`config.mk`:
```
export PLATFORM = sky130hd
export DESIGN_NAME = seven_seg_scanner
export DESIGN_NICKNAME = d
export VERILOG_FILES = /design/src/rtl/seven_seg_pkg.sv /design/src/rtl/bcd_to_seg.sv /design/src/rtl/seven_seg_scanner.sv
export SDC_FILE = /design/constraint.sdc
export NUM_CORES = 1
export LEC_CHECK = 0
export CORE_MARGIN = 2
export CORE_UTILIZATION = 37
export CTS_CLUSTER_SIZE = 16
export DETAILED_ROUTE_END_ITERATION = 7
export GPL_ROUTABILITY_DRIVEN = 1
export HOLD_SLACK_MARGIN = 0.1
export PLACE_DENSITY = 0.65
export SLEW_MARGIN = 25
export SYNTH_ARGS = -nofsm -noshare
export SYNTH_HDL_FRONTEND = slang
export SYNTH_SLANG_ARGS = --single-unit
```
`constraint.sdc`:
```
create_clock -name clk_in -period 5.1 [get_ports clk_in]
set_input_delay 1.275 -clock clk_in [delete_from_list [all_inputs] [get_ports clk_in]]
set_output_delay 1.275 -clock clk_in [all_outputs]
set_load 0.05 [all_outputs]
```
`src/rtl/seven_seg_pkg.sv`:
```
// Shared types and segment constants for the 4-digit 7-segment scanner.
// Segment order is {g,f,e,d,c,b,a}, active-low.
package seven_seg_pkg;

    localparam int NUM_DIGITS = 4;

    typedef logic [3:0] bcd_digit_t;
    typedef logic [6:0] seg_t;

    localparam seg_t SEG_BLANK = 7'b1111111;
    localparam seg_t SEG_DASH  = 7'b0111111;

    localparam seg_t SEG_DIGIT [0:9] = '{
        7'b1000000,
        7'b1111001,
        7'b0100100,
        7'b0110000,
        7'b0011001,
        7'b0010010,
        7'b0000010,
        7'b1111000,
        7'b0000000,
        7'b0010000
    };

endpackage

```
`src/rtl/bcd_to_seg.sv`:
```
// Combinational BCD nibble to active-low segment pattern.
// Ports: bcd_i (digit in), seg_o (segments out); A..F decode to a dash.
module bcd_to_seg
    import seven_seg_pkg::*;
(
    input  bcd_digit_t bcd_i,
    output seg_t       seg_o
);

    always_comb begin
        seg_o = SEG_DASH;
        if (bcd_i <= 4'd9) begin
            seg_o = SEG_DIGIT[bcd_i];
        end
    end

endmodule

```
`src/rtl/seven_seg_scanner.sv`:
```
// Time-multiplexed 4-digit 7-segment driver with double-buffered input.
// Ports: clk_in, reset (async, low), value_bcd/valid/ready handshake,
// blank_lz, display (segments), on_off (anodes), frame_done (pulse).
module seven_seg_scanner
    import seven_seg_pkg::*;
#(
    parameter int unsigned DIV = 50000
) (
    input  logic        clk_in,
    input  logic        reset,
    input  logic [15:0] value_bcd,
    input  logic        value_valid,
    output logic        value_ready,
    input  logic        blank_lz,
    output logic [6:0]  display,
    output logic [3:0]  on_off,
    output logic        frame_done
);

    localparam int PW = $clog2(DIV);
    localparam logic [PW-1:0] PRESC_MAX = PW'(DIV - 1);

    logic [PW-1:0] presc_q;
    logic [1:0]    idx_q;
    logic [15:0]   pending_q;
    logic [15:0]   active_q;
    logic          pend_full_q;
    logic          wrap_q;
    logic          frame_q;
    seg_t          disp_q;
    logic [3:0]    on_off_q;

    logic          tick;
    logic          wrap;
    logic          take;
    bcd_digit_t    cur_digit;
    seg_t          cur_seg;
    logic [3:0]    lz;
    logic          slot_blank;
    seg_t          disp_d;
    logic [3:0]    on_off_d;

    assign tick = (presc_q == PRESC_MAX);
    assign wrap = tick && (idx_q == 2'd3);
    assign take = value_valid && !pend_full_q;

    // lz[k]: digits k..3 of the shown value are all zero
    always_comb begin
        lz    = 4'b0000;
        lz[3] = (active_q[15:12] == 4'd0);
        lz[2] = lz[3] && (active_q[11:8] == 4'd0);
        lz[1] = lz[2] && (active_q[7:4] == 4'd0);
    end

    always_comb begin
        cur_digit = active_q[3:0];
        unique case (idx_q)
            2'd0: cur_digit = active_q[3:0];
            2'd1: cur_digit = active_q[7:4];
            2'd2: cur_digit = active_q[11:8];
            2'd3: cur_digit = active_q[15:12];
        endcase
    end

    bcd_to_seg u_dec (
        .bcd_i (cur_digit),
        .seg_o (cur_seg)
    );

    assign slot_blank = blank_lz && lz[idx_q];

    always_comb begin
        disp_d   = cur_seg;
        on_off_d = ~(4'b0001 << idx_q);
        if (slot_blank) begin
            disp_d   = SEG_BLANK;
            on_off_d = 4'b1111;
        end
    end

    always_ff @(posedge clk_in or negedge reset) begin
        if (!reset) begin
            presc_q     <= '0;
            idx_q       <= 2'd0;
            pending_q   <= 16'h0000;
            active_q    <= 16'h0000;
            pend_full_q <= 1'b0;
            wrap_q      <= 1'b0;
            frame_q     <= 1'b0;
            disp_q      <= SEG_BLANK;
            on_off_q    <= 4'b1111;
        end else begin
            presc_q <= tick ? '0 : presc_q + 1'b1;
            if (tick) begin
                idx_q <= idx_q + 2'd1;
            end
            // A commit and a transfer cannot coincide: transfer needs
            // the buffer empty, commit needs it full.
            if (wrap && pend_full_q) begin
                active_q    <= pending_q;
                pend_full_q <= 1'b0;
            end
            if (take) begin
                pending_q   <= value_bcd;
                pend_full_q <= 1'b1;
            end
            // Extra stage so the pulse lines up with digit 0 on the pins
            wrap_q   <= wrap;
            frame_q  <= wrap_q;
            disp_q   <= disp_d;
            on_off_q <= on_off_d;
        end
    end

    assign value_ready = !pend_full_q;
    assign display     = disp_q;
    assign on_off      = on_off_q;
    assign frame_done  = frame_q;

endmodule

```
### After elaboration in Yosys (flattened, before gate mapping)

Memories as Yosys holds them, arrays and structs flattened.
Cells that the tools add are included.

| word-level totals | value |
|---|---|
| register bits | 64 |
| bits in read-only memories | 112 |
| input port bits | 20 |
| output and inout port bits | 13 |
| word-level logic and storage cells | 45 |
| memories kept | 1 |

| operators by class | value |
|---|---|
| $add $sub $neg | 2 |
| $lt $le $gt $ge | 3 |
| equal/unequal tests | 4 |
| shift-type cells | 1 |
| mux-type cells | 11 |
| bitwise gates (word level) | 2 |
| reduce and logical (&&, ||, !) cells | 12 |

Memories:

| name | depth | bits a word | read ports | clocked after Yosys merged registers in | write ports | line | source |
|---|---|---|---|---|---|---|---|
| (no name shown) | 16 | 7 | 1 | 0 | 0 | bcd_to_seg.sv:13 | `seg_o = SEG_DIGIT[bcd_i];` |

Operators with widths:

| operator | count |
|---|---|
| $mux 7 | 4 |
| $add 16x1->16 const B | 1 |
| $eq 16x16->1 const B | 1 |
| $mux 16 | 1 |
| $pmux 4 s4 | 1 |
| $logic_not 4->1 | 3 |
| $logic_and 1x1->1 | 6 |
| $ge 5x5->1 const B | 1 |
| $not 4->5 | 1 |
| $eq 2x2->1 const B | 2 |
| $le 4x4->1 const B | 1 |
| $mux 4 | 1 |
| $not 4->4 | 1 |
| $shl 1x2->4 const A | 1 |
| $lt 2x3->1 const B | 1 |
| $mux 1 | 3 |
| $add 2x1->2 const B | 1 |
| $bmux 1 s2 | 1 |
| $eq 2x1->1 const B | 1 |
| $logic_not 2->1 | 1 |
| $reduce_bool 2->1 | 1 |
| $logic_not 1->1 | 1 |

### Longest topological paths before layout

| logic depth | value |
|---|---|
| depth after elaboration | 8 |
| gate-level depth with buffers | 8 |
| mapped depth without buffers | 8 |

### Modules after synthesis

From an unflattened synthesis, not the netlist that was laid out.

| unflattened totals | value |
|---|---|
| cells, all modules | 230 |
| area, all modules | 2970.3 um2 |

Modules (own cells, without submodules):

| module | times used | cells an instance | area each (um2) |
|---|---|---|---|
| seven_seg_scanner | 1 | 205 | 2753.9 |
| bcd_to_seg | 1 | 25 | 216.5 |

### Worst setup path after synthesis

No wires, ideal clock.

| timing | value |
|---|---|
| kind | input -> register |
| from | in value_valid |
| to | reg pending_q[10] |
| library setup time | 0.125 ns |
| arrival | 2.354 ns |
| data required time | 4.975 ns |
| slack | 2.621 ns |
| cell stages on the path | 4 |
| buffers on the path | 2 |
| path through | nor2b_1 clkbuf_1 clkbuf_1 mux2_2 |

| on the way | value |
|---|---|
| longest elaborated chain between the ends | 1 |

Ends and longest elaborated chain:

| item | line | source |
|---|---|---|
| from (decl) | seven_seg_scanner.sv:12 | `input logic value_valid,` |
| $logic_and 1x1->1 | seven_seg_scanner.sv:45 | `assign take = value_valid && !pend_full_q;` |
| to (signal assigned) | seven_seg_scanner.sv:104 | `pending_q <= value_bcd;` |
| to (decl) | seven_seg_scanner.sv:25 | `logic [15:0] pending_q;` |

No other way between the ends.
A chain may end at the register's enable or synchronous reset.

### Final worst setup path

| timing | value |
|---|---|
| from | reg presc_q[4] |
| to | reg active_q[2] |

| on the way | value |
|---|---|
| longest elaborated chain between the ends | 3 |

Ends and longest elaborated chain:

| item | line | source |
|---|---|---|
| from (decl) | seven_seg_scanner.sv:23 | `logic [PW-1:0] presc_q;` |
| from (signal assigned) | seven_seg_scanner.sv:93 | `presc_q <= tick ? '0 : presc_q + 1'b1;` |
| $eq 16x16->1 | seven_seg_scanner.sv:43 | `assign tick = (presc_q == PRESC_MAX);` |
| $logic_and 1x1->1 | seven_seg_scanner.sv:44 | `assign wrap = tick && (idx_q == 2'd3);` |
| $logic_and 1x1->1 | seven_seg_scanner.sv:99 | `if (wrap && pend_full_q) begin` |
| to (signal assigned) | seven_seg_scanner.sv:100 | `active_q <= pending_q;` |
| to (decl) | seven_seg_scanner.sv:26 | `logic [15:0] active_q;` |

No other way between the ends.

==> impl_results.md <==
* Status: complete, no violations
* Post-Synth Adder-Cell Area at 3.94%
* CTS sink cnt at 64
* Startpoint Class: register
* Met3 wire len at 204 um
* Commonest non-fill, non-tap cell in the layout: dfrtp_1
* Max Used Layer: met4
* Placeable core region at 7610 sq um
* Buffers and inverters on the worst path at 0
* # hold bufs at CTS at 0
* Post-DP HPWL at 3.45 mm
* Reg clk slew, reported paths at 70 ps
* Post-layout nets at 285
* RSZ-0062 raised after global routing: false
* Initial antenna violation count at 0
* M1 wire length at 2.36 mm
* Achievable Freq at 327 MHz
* Slew margin rel. at 39.5%
* GR Overflow Total at 0
* Synth Area in Compound Gates at 4.90%
* Synth Area in XOR/XNOR at 3.98%
* First-pass DRT Iterations at 4
* DR WL/cell at 13.4 um
* Power Density at 275 nW/um^2
* Final setup TNS at 0 ps
* Largest net degree at the start of global routing at 52
* Area delta synth->final at 20.2%
* Tot Pwr at 0.944 mW
* Syn nets at 247
* Proportion of synthesized area in mux cells at 16.4%
* CTS-repair resized insts at 0
* Starting Density at 37.6%
* EDFF count, synth at 0
* Pins over their slew limit at 0
* Drt drc at 0
* Via Count at 1,788
* Max Root-Sink Buffers at 2
* First-pass GRT wire length at 8.65 mm
* Die Wd at 91.9 um
* GP Congestion at 0.758
* Crit path cell chain: or4b_4, nor4_4, and3_1, mux2_2
* YS warnings at 0
* Setup-failing EPs final at 0
* Antenna diodes at 0
* Critical Path Max Stage Delay at 860 ps
* Inserted Clock Buffers at 9
* PortBufs at 32
* Synthesized area at 2860 sq um
* Die area at 8450 sq um
* CP top delay family: simple AND/OR/NAND/NOR gates
* Max Cap Viol at 0
* Htree depth at 3
* First-iteration detailed-routing DRC count at 100
* Layout cell share with drive strength beyond 1 at 23.8%
* Worst VDD drop at 200 uV
* Crit path max-delay cell type: and3_1
* Reg area at 1620 sq um
* Lkg Pwr at 1.54 nW
* Worst-Margin Slew at 908 ps
* CTS root buf: clkbuf_8
* Post-layout min period at 3060 ps
* Rows at 32
* Dominant synthesized flop cell: dfrtp_1
* Boundary Pins at 33
* FILL cells at 720
* Vias in the first global route at 1,828
* Final period util at 60.0%
* Total track usage at 13.2%
* Seq/Total Area, Yosys at 56.5%
* Number of synthesized register bits at 64
* Total Wirelength at 4.88 mm
* Syn Area/Cell at 13.1 sq um
* Vias per std cell at 4.93
* Fraction of registers with async set/reset at 100%
* Worst skew pair latency at 330 ps
* Worst Path Required at 5310 ps
* Largest family of logic cells by synthesized area: multiplexers
* Postcts setup bufs at 0
* Clock Skews at 7.81 ps
* Met2 wire len at 2.22 mm
* Worst-path fanout max at 17
* Cells after Synth at 218
* Routed Antenna Nets at 0
* CTS tree: yes
* Hold Crit Class: reg2reg
* Hold Fails Final Rpt at 0
* Simple-Gate Fraction of Synth Area at 11.2%
* Setup crit end kind: register
* Die Ht at 91.9 um
* Multi-input gate area at 1150 sq um
* CP arrival at 3270 ps
* Synth unique cells at 37
* Crit Path Class: reg2reg
* Commonest non-fill, non-tap cells in the layout: 53 x dfrtp_1, 31 x clkdlybuf4s50_1, 26 x mux2_2, 12 x nor2_1
[sequential cells by signal (all words and copies together) (netlist names)]
| signal | count |
|---|---|
| frame_done | 1 |
| wrap_q | 1 |
| active_q | 16 |
| on_off | 4 |
| idx_q | 2 |
| pend_full_q | 1 |
| pending_q | 16 |
| display | 7 |
| presc_q | 16 |
[synthesized netlist by cell type, types with 2 or more instances]
cell / n / area (sq um)
dfstp_2: 11 / 289
mux2_2: 26 / 293
xnor2_1: 3 / 26.3
xor2_1: 10 / 87.6
and4_1: 2 / 17.5
a222oi_1: 4 / 40.0
and2_1: 3 / 18.8
nand2_1: 10 / 37.5
mux2_4: 9 / 135
nand4_1: 7 / 43.8
ha_1: 9 / 113
nor2b_1: 3 / 18.8
nor4_1: 4 / 25.0
dfrtp_1: 53 / 1330
clkbuf_1: 5 / 18.8
mux2i_1: 4 / 40.0
inv_1: 11 / 41.3
a21o_1: 2 / 15.0
o21ai_0: 6 / 30.0
a21oi_1: 3 / 15.0
nor2_1: 12 / 45.0
nand3_1: 6 / 30.0
[logic make-up (layout without fill, tap and decap cells)]
logic type | count (synthesis) | count (layout)
AO/OA/AOI/OAI | 20 | 20
XOR/XNOR | 13 | 13
adder cells (fa/ha/maj) | 9 | 9
buffers and inverters | 18 | 61
flip-flops | 64 | 64
multiplexers | 39 | 39
AND/OR/NAND/NOR | 55 | 55
[final cells by class]
type / instances / share of cell area (%)
Clock buffer: 16 / 4.95
Inverter: 11 / 1.20
Multi-Input combinational cell: 136 / 33.6
Sequential cell: 64 / 47.0
Tap cell: 102 / 3.71
Timing Repair Buffer: 34 / 9.61
[report_power, final]
part / switching, mW / leakage [nW] / internal (mW)
combinational: 0.0145 / 0.643 / 0.0236
clock: 0.171 / 0.0850 / 0.204
sequential: 0.00791 / 0.810 / 0.523
total: 0.193 / 1.54 / 0.751
[layer usage]
layer	up-vias	track usage [%]
met5	-	0
met4	0	6.22
met3	8	4.11
met2	49	19.7
met1	877	17.4
li1	854	-
[final timing paths]
path	from	to	slack (ps)	cells past startpoint
worst min-delay path	wrap_q	frame_done	350	0
min in group asynchronous	reset	presc_q[2]	830	1
worst min register to register	wrap_q	frame_done	350	0
max in group asynchronous	reset	pending_q[3]	3330	2
worst max register to register	presc_q[4]	active_q[2]	2040	4
worst max-delay path	presc_q[4]	active_q[2]	2040	4
[metrics by stage]
stage               instance area [sq um]  std cells  hold slack, ps  setup WS (ps)  util [%]
finish                               3440        363             349           2040      45.2
global route                         3440        363             362           1850      45.2
CTS                                  3440        363             350           2020      45.2
detailed placement                   3270        347             336           2040      43.0
global placement                     3270        347             338           2090      43.0
floorplan                            2860        218             331           2620         -
No activity file was read; power rests on OpenSTA's default activity.
